==> src/rtl/gray_count_ctrl_pkg.sv <==
// Shared constants for the 3-bit Gray-code lap sequencer:
// Gray codes, FSM states and direction values.
package gray_ctrl_pkg;

    localparam logic [2:0] G0 = 3'b000;
    localparam logic [2:0] G1 = 3'b001;
    localparam logic [2:0] G2 = 3'b011;
    localparam logic [2:0] G3 = 3'b010;
    localparam logic [2:0] G4 = 3'b110;
    localparam logic [2:0] G5 = 3'b111;
    localparam logic [2:0] G6 = 3'b101;
    localparam logic [2:0] G7 = 3'b100;

    localparam logic DIR_UP = 1'b0;
    localparam logic DIR_DN = 1'b1;

    typedef enum logic [1:0] {
        ST_IDLE   = 2'd0,
        ST_RUN    = 2'd1,
        ST_PAUSED = 2'd2,
        ST_DONE   = 2'd3
    } state_t;

endpackage

==> src/rtl/gray_count_ctrl_gray3_step.sv <==
// Combinational Gray successor: one step up or down the 8-state sequence.
module gray3_step
    import gray_ctrl_pkg::*;
(
    input  logic [2:0] gray,
    input  logic       dir,
    output logic [2:0] next
);

    always_comb begin
        next = G0;
        case (dir)
            DIR_UP: begin
                case (gray)
                    G0: next = G1;
                    G1: next = G2;
                    G2: next = G3;
                    G3: next = G4;
                    G4: next = G5;
                    G5: next = G6;
                    G6: next = G7;
                    G7: next = G0;
                    default: next = G0;
                endcase
            end
            DIR_DN: begin
                case (gray)
                    G0: next = G7;
                    G7: next = G6;
                    G6: next = G5;
                    G5: next = G4;
                    G4: next = G3;
                    G3: next = G2;
                    G2: next = G1;
                    G1: next = G0;
                    default: next = G0;
                endcase
            end
            default: next = G0;
        endcase
    end

endmodule

==> src/rtl/gray_count_ctrl.sv <==
// Lap sequencer for a 3-bit Gray counter: start/pause/abort control,
// lap counting with optional target, registered wrap and done pulses.
module gray_count_ctrl
    import gray_ctrl_pkg::*;
#(
    parameter int unsigned LAP_W = 4
) (
    input  logic             clk,
    input  logic             reset,
    input  logic             start,
    input  logic [LAP_W-1:0] lap_cnt,
    input  logic             dir,
    input  logic             pause,
    input  logic             abort,
    output logic [2:0]       gray,
    output logic             wrap,
    output logic [LAP_W-1:0] laps_done,
    output logic             busy,
    output logic             done
);

    state_t             state, state_n;
    logic [2:0]         gray_q, gray_n, gray_step;
    logic [LAP_W-1:0]   laps_q, laps_n, laps_inc;
    logic [LAP_W-1:0]   tgt_q, tgt_n;
    logic               dir_q, dir_n;
    logic               wrap_q, wrap_n;

    gray3_step u_step (
        .gray (gray_q),
        .dir  (dir_q),
        .next (gray_step)
    );

    assign laps_inc = laps_q + LAP_W'(1);

    always_comb begin
        state_n = state;
        gray_n  = gray_q;
        laps_n  = laps_q;
        tgt_n   = tgt_q;
        dir_n   = dir_q;
        wrap_n  = 1'b0;
        case (state)
            ST_IDLE: begin
                gray_n = G0;
                if (start) begin
                    tgt_n   = lap_cnt;
                    dir_n   = dir;
                    laps_n  = '0;
                    state_n = ST_RUN;
                end
            end
            ST_RUN: begin
                if (abort) begin
                    gray_n  = G0;
                    laps_n  = '0;
                    state_n = ST_IDLE;
                end else if (pause) begin
                    state_n = ST_PAUSED;
                end else begin
                    gray_n = gray_step;
                    if (gray_step == G0) begin
                        wrap_n = 1'b1;
                        laps_n = laps_inc;
                        // Target 0 is free-run: never terminates on lap count.
                        if (tgt_q != '0 && laps_inc == tgt_q)
                            state_n = ST_DONE;
                    end
                end
            end
            ST_PAUSED: begin
                if (abort) begin
                    gray_n  = G0;
                    laps_n  = '0;
                    state_n = ST_IDLE;
                end else if (!pause) begin
                    state_n = ST_RUN;
                end
            end
            ST_DONE: begin
                state_n = ST_IDLE;
            end
            default: begin
                gray_n  = G0;
                state_n = ST_IDLE;
            end
        endcase
    end

    always_ff @(posedge clk or negedge reset) begin
        if (!reset) begin
            state  <= ST_IDLE;
            gray_q <= G0;
            laps_q <= '0;
            tgt_q  <= '0;
            dir_q  <= DIR_UP;
            wrap_q <= 1'b0;
        end else begin
            state  <= state_n;
            gray_q <= gray_n;
            laps_q <= laps_n;
            tgt_q  <= tgt_n;
            dir_q  <= dir_n;
            wrap_q <= wrap_n;
        end
    end

    assign gray      = gray_q;
    assign wrap      = wrap_q;
    assign laps_done = laps_q;
    assign busy      = (state != ST_IDLE);
    assign done      = (state == ST_DONE);

endmodule
==> config.mk <==
export PLATFORM = sky130hd
export DESIGN_NAME = gray_count_ctrl
export DESIGN_NICKNAME = d
export VERILOG_FILES = /design/src/rtl/gray_count_ctrl_pkg.sv /design/src/rtl/gray_count_ctrl_gray3_step.sv /design/src/rtl/gray_count_ctrl.sv
export SDC_FILE = /design/constraint.sdc
export NUM_CORES = 1
export LEC_CHECK = 0
export CORE_MARGIN = 5
export CORE_UTILIZATION = 25
export DETAILED_ROUTE_END_ITERATION = 8
export PLACE_DENSITY_LB_ADDON = 0.05
export SYNTH_ARGS = -nofsm -noshare
export SYNTH_HDL_FRONTEND = slang
export SYNTH_SLANG_ARGS = --single-unit
export TNS_END_PERCENT = 30
==> constraint.sdc <==
create_clock -name clk -period 2 [get_ports clk]
set_input_delay 0.4 -clock clk [delete_from_list [all_inputs] [get_ports clk]]
set_output_delay 0.4 -clock clk [all_outputs]
set_load 0.02 [all_outputs]
==> summary.md, run 1 <==
| Metric | Value |
|---|---|
| Outcome | finished clean |
| CTS tree | yes |
| Critical Path End Type | primary output |
| RSZ-0062 raised after global routing | false |
| Die ar. | 0.00470 mm² |
| Worst Setup Start Kind | flip-flop |
| Initial antenna violation count | 0 |
| Avg WL per Cell | 12.4 µm |
| Post-synth top area share | 43.8% |
| Worst-path fanout max | 8 |
| Max_slew headroom | 72.4% |
| Worst R2R Path Depth | 4 |
| Antenna-violating nets left | 0 |
| Final setup violation count | 0 |
| CP required | 1.60 ns |
| HPWL after DPL | 1480 µm |
| Synth cell types | 31 |
| Clock sinks | 15 |
| Worst slew pin tran | 0.413 ns |
| Leak pwr | 0.494 nW |
| Latest clock arrival within the worst-skew pair | 0.28 ns |
| Share of cells above drive strength 1 | 20.0% |
| Largest net degree at the start of global routing | 16 |
| Drt drc | 0 |
| WP depth | 2 |
| Avg Synthesized Cell Area | 11.1 µm² |
| Number of global-route vias before repair | 693 |
| Max Clock Skew | 0.00203 ns |
| Crit path from | state[1] |
| Netlist Area Pre-Place | 857 µm² |
| Boundary pin count | 20 |
| Post-synthesis register bit count | 15 |
| HP Class | in2async |
| Tcrit/Tclk final | 95.9% |
| Global-route wire length before repair | 3150 µm |
| CP Cell Sequence | and2_1 > clkdlybuf4s50_1 |
| DR vias | 661 |
| WL final | 1880 µm |
| GPL Wtd Cong | 0.745 |
| Congestion Overflow GR | 0 |
| Root Driver | clkbuf_4 |
| Worst vdd ir | 0.000253 V |
| Die Y | 68.6 µm |
| ANT cells | 0 |
| P&R area growth vs syn | 36.2% |
| Worst R2R Start | gray[0] |
| Cell row count | 21 |
| Synth top area cells | dfrtp_1, mux2_2, xnor2_1, a2111o_1, a22o_1 |
| IO buf count | 19 |
| Fin. Hold Viols | 0 |
| Cell family with most CP delay | buffers and inverters |
| Total power | 0.782 mW |
| Initial Utilization | 25.7% |
| Setup repair bufs after CTS | 0 |
| DIE WIDTH | 68.6 µm |
| Total Nets Final | 117 |
| WP buf/inv | 1 |
| Tmin final | 1.92 ns |
| Seq/Total Area, Yosys | 43.8% |
| Power Dens Cells | 670 mW/mm² |
| Vias per cell | 4.38 |
| Iter 0 DRT Violations | 19 |
| Critical path's slowest cell | clkdlybuf4s50_1 |
| GRT Total Usage | 9.07% |
| Post-Syn Nets | 88 |
| Max Cap Viol | 0 |
| Max Slew Vio Count | 0 |
| Reg clk slew, reported paths | 0.09 ns |
| Number of buffers created by CTS | 3 |
| Yosys warning total | 0 |
| Placeable Area | 0.00334 mm² |
| H-tree levels | 1 |
| Crit path arrival time | 1.52 ns |
| Initial DRT Pass Iterations | 4 |
| Setup_tns | 0 ns |
| F_max | 0.521 GHz |
| Clk buf depth | 2 |
| Synth area leader | dfrtp_1 |
| Critical Path Max Stage Delay | 0.60 ns |
| Crit path kind | reg2out |
| Mapped Cells | 77 |
[metal layers]
| layer | routed length (µm) | part of all wire (%) | track usage [%] |
|---|---|---|---|
| met1 | 917 | 49 | 11.6 |
| met2 | 838 | 45 | 14.2 |
| met3 | 98 | 5.2 | 2.11 |
| met4 | 21 | 1.1 | 4.71 |
| met5 | 0 | 0 | 0 |
[repair_timing]
action,in CTS,in global routing
endpoints found under the setup margin,1,0
gates resized for setup,1,0
hold endpoints to repair,0,0
hold buffers,0,0
[final timing paths]
| path | to | slack [ns] |
|---|---|---|
| max | done | 0.08 |
| min | tgt_q[0] | 0.43 |
| max reg2reg | laps_done[0] | 0.31 |
| min reg2reg | tgt_q[3] | 0.56 |
| max in group asynchronous | gray[0] | 1.39 |
| min in group clk | tgt_q[3] | 0.56 |
[cells in the mapped netlist]
cell / n
and2_1: 1
nor2_1: 3
nand3_1: 1
inv_1: 3
o21a_1: 1
xor2_1: 3
nor3b_2: 2
dfrtp_1: 15
nand3b_1: 1
a211oi_1: 1
and3b_2: 1
ha_1: 1
or2_2: 1
xnor2_1: 6
a2111o_1: 3
and2b_1: 1
nor3_1: 2
buf_4: 1
nand2_1: 2
mux2_4: 1
o32ai_1: 1
nor2b_1: 4
o22ai_1: 1
and3_1: 1
nor2_2: 2
o31ai_1: 1
mux2i_1: 2
mux2_2: 5
a22o_1: 3
o211ai_1: 3
o21ai_0: 4
[flip-flops by register name (all words and copies together), names as in the netlist]
| signal | flops |
|---|---|
| wrap | 1 |
| dir_q | 1 |
| state | 2 |
| tgt_q | 4 |
| gray | 3 |
| laps_done | 4 |
[power by group]
| part | internal [mW] | total [mW] | leakage, nW | switching (mW) |
|---|---|---|---|---|
| logic | 0.126 | 0.220 | 0.284 | 0.0933 |
| registers | 0.340 | 0.385 | 0.196 | 0.0455 |
| clock network | 0.0773 | 0.177 | 0.0150 | 0.0996 |
| total | 0.544 | 0.782 | 0.494 | 0.238 |
[stage by stage]
stage | instances | setup slack (ns) | hold WS (ns) | util [%] | instance area [µm²]
final | 151 | 0.0821 | 0.428 | 35.0 | 1170
after global routing | 151 | 0.00263 | 0.443 | 35.0 | 1170
after CTS | 151 | 0.0530 | 0.430 | 35.0 | 1170
after detailed placement | 147 | 0.0149 | 0.545 | 34.2 | 1140
after global placement | 147 | 0.00758 | 0.527 | 34.2 | 1140
after floorplan | 77 | 0.367 | 0.104 | - | 857
[cells in the final DEF (no fill, tap or decap), types with 2 or more instances in the layout]
cell type,n
clkdlybuf4s50_1,18
dfrtp_1,15
xnor2_1,6
buf_4,6
mux2_2,5
nor2b_1,4
o21ai_0,4
inv_1,3
o211ai_1,3
nor2_1,3
a2111o_1,3
a22o_1,3
xor2_1,3
clkbuf_4,3
nor3b_2,2
nor2_2,2
nor3_1,2
mux2i_1,2
nand2_1,2
[area by class of cell]
class | instances | area, µm²
fill | 349 | 2170
multi-input combinational | 58 | 463
sequential | 15 | 375
timing repair buffer | 25 | 234
tap | 46 | 57.6
clock buffer | 4 | 26.3
inverter | 3 | 11.3
[logic make-up after synthesis]
logic type / count (synthesis) / share of synthesized area (%)
XOR/XNOR: 9 / 9.20
buffers and inverters: 4 / 2.19
flip-flops: 15 / 43.8
adder cells (fa/ha/maj): 1 / 1.46
AO/OA/AOI/OAI: 18 / 16.4
AND/OR/NAND/NOR: 22 / 16.4
multiplexers: 8 / 10.7
Power figures use the tool's default switching activity.
==> run 2: changes to the inputs <==
--- a/config.mk
+++ b/config.mk
@@ -5,6 +5,7 @@
 export SDC_FILE = /design/constraint.sdc
 export NUM_CORES = 1
 export LEC_CHECK = 0
+export ABC_AREA = 1
 export CORE_MARGIN = 5
 export CORE_UTILIZATION = 25
 export DETAILED_ROUTE_END_ITERATION = 8
==> run 2 against run 1 <==
Effect of this change:
- via count increased by 17%
- clock power is essentially flat
- wire length is 8.0% higher
- fmax barely moved
- worst hold slack hardly changed
- combinational power grew to 3.8 times the previous value
==> summary.md, run 2 <==
| Metric | Value |
|---|---|
| Outcome | finished clean |
| Drt drc | 0 (unchanged) |
| Clk buf depth | 2 (unchanged) |
| Number of global-route vias before repair | 798 (+15%) |
| Root Driver | clkbuf_4 |
| Initial DRT Pass Iterations | 4 (unchanged) |
| Vias per cell | 4.18 (-4.5%) |
| Setup repair bufs after CTS | 0 (unchanged) |
| Worst Setup Start Kind | flip-flop |
| Final setup violation count | 0 (unchanged) |
| Initial antenna violation count | 0 (unchanged) |
| Gate power share | 54.7% (+27 points) |
| Latest clock arrival within the worst-skew pair | 0.28 ns (about the same) |
| Largest net degree at the start of global routing | 16 (unchanged) |
| Clock sinks | 15 (unchanged) |
| GPL Wtd Cong | 0.790 (+6.0%) |
| Synth cell types | 22 (-29%) |
| RSZ-0062 raised after global routing | false |
| CTS Hold Buffers Added | 0 (unchanged) |
| Post-Syn Nets | 126 (+43%) |
| WL final | 2030 µm (+8.0%) |
| Sw Ratio | 46.7% (+16 points) |
| CP Cell Sequence | nand2_1 > inv_2 > clkdlybuf4s50_1 |
| Crit path arrival time | 1.52 ns (about the same) |
| Sw power | 0.706 mW (+200%) |
| Synth top cells by count | nand2_1, inv_1, dfrtp_1 |
| Seq/Total Area, Yosys | 42.7% (-1.1 points) |
| Number of buffers created by CTS | 3 (unchanged) |
| Max Slew Vio Count | 0 (unchanged) |
| F_max | 0.521 GHz (about the same) |
| Fin. Hold Viols | 0 (unchanged) |
| Post-synth top area share | 42.7% (-1.1 points) |
| Boundary pin count | 20 (unchanged) |
| Top-count cell post-synth | nand2_1 |
| Global-route wire length before repair | 3550 µm (+13%) |
| Critical Path Max Stage Delay | 0.60 ns (about the same) |
| Max Cap Viol | 0 (unchanged) |
| HP Class | in2async |
| Antenna-violating nets left | 0 (unchanged) |
| Fraction of registers with async set or reset after synthesis | 100% (unchanged) |
| Post-synth EDFFs | 0 (unchanged) |
| Tmin final | 1.92 ns (-0.000320 ns) |
| Mapped Cells | 115 (+49%) |
| H-tree levels | 1 (unchanged) |
| Tcrit/Tclk final | 95.9% (about the same) |
| Post-synthesis register bit count | 15 (unchanged) |
| IO buf count | 19 (unchanged) |
| GRT Total Usage | 8.96% (-0.11 points) |
| Die ar. | 0.00480 mm² (+2.2%) |
| ANT cells | 0 (unchanged) |
| Cell family with most CP delay | buffers and inverters |
| Avg Synthesized Cell Area | 7.65 µm² (-31%) |
| CP required | 1.60 ns (about the same) |
| Max Clock Skew | 0.00483 ns (+0.00280 ns) |
| Critical Path End Type | primary output |
| Post-CTS sizing | 0 (-1) |
| Reg clk slew, reported paths | 0.10 ns (about the same) |
| Share of cells above drive strength 1 | 10.8% (-9.2 points) |
| DR vias | 773 (+17%) |
| Worst slew pin tran | 0.415 ns (+0.00234 ns) |
| WP buf/inv | 2 (+1) |
| HPWL after DPL | 1610 µm (+8.9%) |
| Total Nets Final | 151 (+29%) |
| Design Area, Final | 0.00116 mm² (-0.32%) |
| Most common cell after layout, fill and taps aside | nand2_1 |
| Congestion Overflow GR | 0 (unchanged) |
| Pint | 0.804 mW (+48%) |
| Max_slew headroom | 72.1% (-0.35 points) |
| Cell Area, Placed | 0.00113 mm² (-0.66%) |
| Commonest non-fill, non-tap cells in the layout | nand2_1, clkdlybuf4s50_1, inv_1, dfrtp_1, nor2_1 |
| Total power | 1.51 mW (+93%) |
| Setup_tns | 0 ns (unchanged) |
| Die Y | 69.3 µm (+1.1%) |
| Netlist Area Pre-Place | 880 µm² (+2.6%) |
| Placeable Area | 0.00336 mm² (+0.79%) |
| Synth top area cells | dfrtp_1, nand2_1, inv_1, nand3_1, nor2_1 |
| Reg power frac | 33.5% (-16 points) |
| Worst-path fanout max | 5 (-3) |
| Avg WL per Cell | 11.0 µm (-12%) |
| CTS tree | yes |
| P&R area growth vs syn | 32.3% |
| Final hold slack | 0.428 ns (+0.000176 ns) |
| Iter 0 DRT Violations | 50 (+31) |
| Yosys warning total | 0 (unchanged) |
| DIE WIDTH | 69.3 µm (+1.1%) |
| Prevailing post-synth register cell | dfrtp_1 |
| Share of total power in the clock network | 11.8% (-11 points) |
| Worst vdd ir | 0.000491 V (+94%) |
| Util after Layout | 34.6% (-0.38 points) |
| Initial Utilization | 26.2% (+0.47 points) |
| Synth area leader | dfrtp_1 |
| Power Dens Cells | 1300 mW/mm² (+94%) |
| Cell row count | 21 (unchanged) |
| Critical path's slowest cell | clkdlybuf4s50_1 |
| Leak pwr | 0.526 nW (+6.3%) |
| Crit path kind | reg2out |
-- run 2: changes by cell type after synthesis, sizes merged, moves of 4 or more --
cell   previous run  this run
nand2             2        25
nor2b             4         0
nor2              5        15
nor3              2         6
a21oi             0         8
inv               3        20
xnor2             6         1
mux2              6         0
o21ai             4         9
nand3             1        10
-- run 2: worst paths after layout --
kind / slack [ns] / startpoint / cells after the start / end
min reg2reg: 0.55 / tgt_q[3] / 2 / tgt_q[3]
max in group asynchronous: 1.39 / reset / 2 / state[0]
min: 0.43 / reset / 2 / tgt_q[2]
min in group clk: 0.55 / tgt_q[3] / 2 / tgt_q[3]
max reg2reg: 0.48 / laps_done[0] / 11 / state[1]
max: 0.08 / state[0] / 3 / done
-- run 2: cells by family after synthesis --
family | Yosys count | synth area share [%]
simple gates | 59 | 34.9
buf+inv | 20 | 8.53
compound gates | 19 | 11.5
flops | 15 | 42.7
xor+xnor | 1 | 0.996
fa+ha+maj | 1 | 1.42
-- run 2: layer usage --
| metal | GRT usage [%] | up-vias | part of all wire [%] |
|---|---|---|---|
| li1 | - | 422 | - |
| met1 | 11.9 | 341 | 52 |
| met2 | 14.0 | 8 | 44 |
| met3 | 3.19 | 2 | 2.7 |
| met4 | 1.95 | 0 | 0.94 |
| met5 | 0 | - | 0 |
-- run 2: area by class of cell --
type | instances | area (µm²)
Fill cell | 381 | 2200
Multi-Input combinational cell | 80 | 432
Sequential cell | 15 | 375
Timing Repair Buffer | 20 | 198
Inverter | 20 | 75.1
Tap cell | 46 | 57.6
Clock buffer | 4 | 26.3
-- run 2: power groups by stage --
stage	Clock [mW]	Sequential, mW	Combinational (mW)
after global routing	0.198	0.529	0.928
after global placement	0	0.510	0.832
after detailed placement	0	0.511	0.831
final	0.178	0.506	0.826
after CTS	0.189	0.505	0.835
after floorplan	0	0.533	0.550
-- run 2: through the flow --
stage | instances | worst slack, ns
global route | 185 | 0.00699
detailed placement | 181 | 0.0981
finish | 185 | 0.0824
CTS | 185 | 0.0172
floorplan | 115 | 0.564
global placement | 181 | 0.150
==> patch, RTL diff (config.mk and constraints of run 2) <==
The parameter `LAP_W` goes from 4 to 3.
--- a/src/rtl/gray_count_ctrl.sv
+++ b/src/rtl/gray_count_ctrl.sv
@@ -3,7 +3,7 @@
 module gray_count_ctrl
     import gray_ctrl_pkg::*;
 #(
-    parameter int unsigned LAP_W = 4
+    parameter int unsigned LAP_W = 3
 ) (
     input  logic             clk,
     input  logic             reset,
Interface: changed (resized lap_cnt and laps_done); port bits go from 20 to 18. The function was not compared with the original's and may differ.
==> patch against run 2 <==
Area after synthesis down 14%; design area down 14%; setup slack better by 51 ps; fmax up 2.7%; global-route usage up 0.20 points; register-to-register slack better by 160 ps; sequential cell count down 2; synthesized cell count down 8.7%; total power down 20%; wire length down 10%; count of clock-buffer cells in the layout unchanged; core utilization down 1.2 points.
==> patch: results (changes against run 2) <==
# resized after CTS=0 (unchanged); clk buf depth=2 (unchanged); Yosys Warn Count=0 (unchanged); gr usage total=9.167% (+0.20 points); R2R Path Start=laps_done[0]; Root Buffer=clkbuf_4; proportion of layout cells with a drive suffix above 1=14.29% (+3.5 points); Slowest-stage cell, CP=clkdlybuf4s50_1; nets=137 (-9.3%); largest net degree at the start of global routing=14 (-2); # diodes=0 (unchanged); worst skew pair latency=approximately 270 ps; initial antenna violation count=0 (unchanged); Final setup viols=0 (unchanged); FF-to-FF End=state[1]; R2R depth=9 (-2); dominant synthesized flop cell=dfrtp_1; Setup Buffers After CTS=0 (unchanged); vias in the first global route=674 (-16%); Peak VDD IR=0.3633 mV (-26%); Routed WL=1.817 mm (-10%); Synth top cells by count=30 x nand2_1, 15 x inv_1, 13 x dfrtp_1; skew final=4.404 ps (-0.4302 ps); leakage power total=0.4637 nW (-12%); first-pass GRT wire length=2.967 mm (-16%); syn nets=115 (-8.7%); Reg clk slew, reported paths=roughly 90 ps; hpwl dp=1.438 mm (-10%); sequential share of the synthesized area=42.98% (+0.30 points); Yosys cell types=19 (-14%); GPL Wtd Cong=0.7472 (-5.5%); crit-path max cell delay=between 600 and 700 ps; dpl cell area=968.4 µm² (-15%); port bufs=17 (-2); Hold WC Path Type=input port to async pin; DR iter-0 viols=23 (-54%); final hold vios=0 (unchanged); r2r setup slk=640 ps (+160 ps); asr flop ratio synth=100.0% (unchanged); CP startpoint=state[1]; Area contributors post-synth=dfrtp_1 43%, nand2_1 15%, inv_1 7.4%; H-tree depth=1 (unchanged); vias per cell=4.409 (+5.5%); relative slew slack=57.05% (-15 points); CTS buffer count=3 (unchanged); Pre-antenna DRT Iters=4 (unchanged); worst setup path end=busy; crit path max fanout=4 (-1); status=finished, final reports clean; Worst EP arrival=1470 ps (-50 ps)
==> patch: layout make-up <==
type	instances	area, µm²
multi-input combinational	71	352.8
tap	33	41.29
timing repair buffer	17	170.2
sequential	13	326.6
clock buffer	4	26.28
fill	332	1982
inverter	21	78.83
==> patch: cell families (layout without fill, tap and decap cells) <==
family | Yosys count | in the layout | synth area share, %
AOI/OAI and AO/OA | 14 | 14 | 11.57
adders and majority gates | 1 | 1 | 1.653
buffers and inverters | 21 | 42 | 10.41
DFF | 13 | 13 | 42.97
and+or+nand+nor | 56 | 56 | 33.39
==> patch: metrics by stage <==
step / setup slack [ps] / std cells / utilization, %
floorplan: 688.7 / 105 / -
global placement: 210.9 / 155 / 32.52
detailed placement: 213.3 / 155 / 32.52
CTS: 51.83 / 159 / 33.40
global route: 60.62 / 159 / 33.45
finish: 133.2 / 159 / 33.45
==> patch: critical path, delay by kind of cell (launching register included) <==
kind,cells,cell delay (ps)
flip-flops,1,420
AND/OR/NAND/NOR,1,90
buffers and inverters,2,690
==> patch: worst min path at each step <==
stage | start | endpoint | slack [ps] | cells past startpoint
floorplan | reset | dir_q | 100 | 0
global placement | laps_done[1] | laps_done[1] | 510 | 2
detailed placement | laps_done[1] | laps_done[1] | 530 | 2
CTS | reset | laps_done[2] | 550 | 1
global route | reset | laps_done[2] | 570 | 1
finish | reset | state[0] | 520 | 1
==> patch: where the power goes <==
group,switching [mW],internal [mW]
Clock,0.0901,0.0772
Sequential,0.0707,0.345
Combinational,0.389,0.239
==> patch: per-layer routing <==
layer  vias up  GRT usage, %  wire (µm)
met5         -             0          0
met4         0         3.886         18
met3         2         2.600         70
met2         7         15.71        898
met1       318         10.62        830
li1        374             -          -
